`config.mk`:
```
export PLATFORM = sky130hd
export DESIGN_NAME = bridge_arbiter
export DESIGN_NICKNAME = d
export VERILOG_FILES = /design/src/rtl/bridge_arbiter.sv
export SDC_FILE = /design/constraint.sdc
export NUM_CORES = 1
export LEC_CHECK = 0
export CAP_MARGIN = 20
export CORE_MARGIN = 2
export CORE_UTILIZATION = 36
export CTS_CLUSTER_DIAMETER = 40
export DETAILED_ROUTE_END_ITERATION = 8
export GPL_TIMING_DRIVEN = 0
export MAX_ROUTING_LAYER = met4
export PLACE_DENSITY = 0.8
export SYNTH_ARGS = -nofsm -noshare
export SYNTH_HDL_FRONTEND = slang
export SYNTH_SLANG_ARGS = --single-unit
```
`constraint.sdc`:
```
create_clock -name clk -period 2.45 [get_ports clk]
set_input_delay 0.49 -clock clk [delete_from_list [all_inputs] [get_ports clk]]
set_output_delay 0.49 -clock clk [all_outputs]
set_load 0.1 [all_outputs]
```
`src/rtl/bridge_arbiter.sv`:
```
// Round-robin arbiter sharing one bridge input port between N valid/data/ready requesters.
// One word is held at a time; a new grant is issued only from IDLE while en is high.
`ifndef WIDTH
`define WIDTH 8
`endif

module bridge_arbiter #(
    parameter int N     = 4,
    parameter int WIDTH = `WIDTH,
    parameter int IW    = $clog2(N)
) (
    input  logic               clk,
    input  logic               rst,
    input  logic               en,
    input  logic [N-1:0]       req_valid,
    input  logic [N*WIDTH-1:0] req_data,
    output logic [N-1:0]       req_ready,
    output logic               valid,
    output logic [WIDTH-1:0]   data_out,
    input  logic               ready,
    output logic [IW-1:0]      grant_id,
    output logic               busy
);

    typedef enum logic {IDLE, SEND} state_t;

    state_t           state;
    logic [IW-1:0]    ptr;
    logic [IW-1:0]    cand;
    logic [IW-1:0]    ptr_next;
    logic             found;
    logic [IW:0]      sum;
    logic [WIDTH-1:0] words [N];

    for (genvar i = 0; i < N; i++) begin : g_unpack
        assign words[i] = req_data[i*WIDTH +: WIDTH];
    end

    // Search from ptr upward; wrap by subtraction so non-power-of-two N works.
    always_comb begin
        found = 1'b0;
        cand  = '0;
        sum   = '0;
        for (int k = 0; k < N; k++) begin
            sum = {1'b0, ptr} + (IW+1)'(k);
            if (sum >= (IW+1)'(N)) begin
                sum = sum - (IW+1)'(N);
            end
            if (!found && req_valid[sum[IW-1:0]]) begin
                found = 1'b1;
                cand  = sum[IW-1:0];
            end
        end
    end

    assign ptr_next = (cand == IW'(N-1)) ? '0 : cand + 1'b1;

    // Accept strobe is gated by reset so nothing is consumed while the arbiter is held.
    always_comb begin
        req_ready = '0;
        if (rst && state == IDLE && en && found) begin
            req_ready = N'(1) << cand;
        end
    end

    always_ff @(posedge clk or negedge rst) begin
        if (!rst) begin
            state    <= IDLE;
            ptr      <= '0;
            data_out <= '0;
            grant_id <= '0;
            valid    <= 1'b0;
            busy     <= 1'b0;
        end else begin
            case (state)
                IDLE: begin
                    if (en && found) begin
                        data_out <= words[cand];
                        grant_id <= cand;
                        ptr      <= ptr_next;
                        valid    <= 1'b1;
                        busy     <= 1'b1;
                        state    <= SEND;
                    end
                end
                SEND: begin
                    if (ready) begin
                        valid <= 1'b0;
                        busy  <= 1'b0;
                        state <= IDLE;
                    end
                end
                default: begin
                    valid <= 1'b0;
                    busy  <= 1'b0;
                    state <= IDLE;
                end
            endcase
        end
    end

endmodule

```
==> flow_metrics.py <==
metrics = {
    "status": {
        "status": "completed",
    },
    "timing": {
        "finalCritPeriodShare_pct": 97.5,
        "skew_ps": 2.51,
        "finalHoldViolCount": 0,
        "max_freq_mhz": 419,
        "drv_slew": 0,
        "fin_setup_tns_ps": 0,
        "worst_slew_pin_slew_ps": 996,
        "min_period_ps": 2390,
        "rsz0062_at_grt": "no",
        "final-setup-viol-count": 0,
        "fin_ws_ps": 61.7,
        "max_slew_margin_pct": 33.4,
    },
    "detailed_routing": {
        "drt-initial-drc-count": 21,
        "drt_pass1_iterations": 4,
        "via_per_inst": 5.09,
        "wirelength_um": 2690,
        "vias": 916,
        "drc": 0,
        "post_drt_wl_per_cell_um": 14.9,
        "ant_nets": 0,
    },
    "grt": {
        "grt_max_degree": 18,
        "antenna_found_initial": 0,
        "grt.overflow.total": 0,
        "grt_pass1_vias": 946,
        "grt_pass1_wl_um": 4130,
        "grt_usage_pct": 20.1,
    },
    "min_path": {
        "hold_path_class": "in -> async",
    },
    "finish": {
        "final_cell_mix": "46 x clkdlybuf4s50_1, 21 x nand2_1, 16 x mux2i_1",
        "fin_cells": 180,
        "fill_cells": 182,
        "design_area_sq_um": 1570,
        "diodes": 0,
        "nets": 196,
        "regArea_sq_um": 350,
        "syn_to_final_growth_pct": 79.0,
        "final_layout_size_suffix_gt1_share_pct": 19.1,
        "multi_input_area_sq_um": 510,
        "layout_commonest_cell": "clkdlybuf4s50_1",
    },
    "yosys": {
        "netlist_area_sq_um": 877,
        "ys_types": 22,
        "yosys_warnings": 0,
        "synth_seq_cells": 14,
        "synth_area_leaders": "dfrtp_1 40%, mux2i_1 18%, nand2_1 9.0%",
        "syn_inst": 91,
        "synth_top_area_cell": "dfrtp_1",
        "async_reset_ff_share_pct": 100,
        "synth.avg_cell_area_sq_um": 9.64,
        "synth_top_area_share_pct": 39.9,
        "synthesis.nets": 133,
        "synth-seq-area-share_pct": 39.9,
        "synth_ff_type": "dfrtp_1",
        "synth_edf_count": 0,
    },
    "critical_path": {
        "required_ps": 1960,
        "startpoint": "req_valid[0]",
        "crit_slowest_cell": "a211o_1",
        "path_class": "in -> out",
        "arrival_ps": 1900,
        "critPathBufInv": 4,
        "worstReg2RegEnd": "data_out[0]$_DFFE_PN0P_",
        "critical-path-top-delay-family": "buffers and inverters",
        "worstReg2RegStart": "ptr[0]$_DFFE_PN0P_",
        "path_cells": "clkdlybuf4s15_2 > a21o_1 > a211o_1 > buf_8 > inv_6 > ha_2 > and3_4 > buf_12",
        "rrSetupSlack_ps": 770,
        "startpoint_type": "primary input",
        "crit_path_end_kind": "output port",
        "reg2reg_depth": 7,
        "worstPathMaxFanout": 5,
        "critPathMaxStageDelay_ps": 280,
    },
    "clocking": {
        "path_clk_slew_ps": 70,
        "cts_tree": "built",
        "numClockSinks": 14,
        "clk_latency_ps": 260,
        "htreeDepth": 1,
        "cts_root_buffer": "clkbuf_4",
        "cts_buffer_depth": 2,
        "numCtsBuffers": 3,
    },
    "power_and_ir_drop": {
        "leakage_uw": 0.000731,
        "vdd_drop_max_mv": 1.08,
        "p_per_area_nw_per_um2": 1240,
    },
    "floorplanning": {
        "ios": 56,
        "core_area_sq_um": 2250,
        "die-area_sq_um": 2850,
        "start_util_pct": 38.9,
        "die_h_um": 53.4,
        "row_count": 17,
        "die_w_um": 53.4,
    },
    "place": {
        "dp_hpwl_um": 2120,
        "post-place-ws_ps": -1480,
        "io_buffers": 55,
        "dpl_cell_area_sq_um": 1470,
        "place_congestion": 0.756,
        "placed_cells": 174,
    },
    "job": {
        "cap_violations": 0,
    },
}
[cell usage after synthesis (all sizes together) (3+ instances only)]
cell and n:
o221ai 8, buf 3, inv 4, and3 3, nor2 4, dfrtp 14
mux2i 16, nand2 21
[worst register-to-register path: stages, from the launching register on]
cell	delay, ps
dfrtp_1	420
nand2b_4	160
a21oi_1	140
a211o_1	140
buf_8	120
buf_4	200
mux2i_1	240
o221ai_1	130
[power breakdown]
| group | switching (uW) | leakage [uW] | internal, uW |
|---|---|---|---|
| Sequential | 70.4 | 0.000172 | 332 |
| Combinational | 977 | 0.000545 | 451 |
| Clock | 62.9 | 0.0000138 | 56.7 |
[final cells by class]
type / instances / share of cell area (%)
Buffer: 3 / 1.67
Sequential cell: 14 / 22.3
Timing Repair Buffer: 60 / 38.6
Inverter: 4 / 1.27
Clock buffer: 3 / 1.43
Tap cell: 28 / 2.23
Multi-Input combinational cell: 68 / 32.5
[state kept, by name, indices dropped and copies added (netlist names)]
name	flops
ptr	2
grant_id	2
state	1
busy	1
data_out	8
[worst max path at each step]
stage	endpoint	cells past startpoint	slack, ps
final	req_ready[1]	8	60
after global routing	req_ready[1]	9	5
after CTS	req_ready[1]	8	20
after floorplan	req_ready[0]	7	-120
after detailed placement	req_ready[3]	10	-1480
after global placement	req_ready[3]	10	-1430
[what timing repair did]
action                                  4_1_cts  5_1_grt
hold buffers                                  0        0
gates resized for setup                      53        6
buffers inserted                              2        3
endpoints found under the setup margin        4        4
pin swaps                                     1        2
[kinds of logic after synthesis]
group | after synthesis | synth area share (%)
buffers and inverters | 9 | 6.99
multiplexers | 16 | 18.3
adder cells (fa/ha/maj) | 2 | 2.85
AND/OR/NAND/NOR | 34 | 17.7
AO/OA/AOI/OAI | 16 | 14.3
flip-flops | 14 | 39.9
[metal layers]
layer | track usage [%] | wire length (um)
met5 | - | 0
met3 | 1.13 | 89
met4 | 5.98 | 21
met2 | 34.8 | 1470
met1 | 25.1 | 1110
[metrics by stage]
step	utilization (%)	hold WS, ps	total power [uW]
after floorplan	-	194	1420
after global placement	65.2	467	1740
after detailed placement	65.2	468	1770
after CTS	68.3	392	1920
after global routing	69.6	168	2040
final	69.6	131	1950
(Power assumes the default switching activity.)
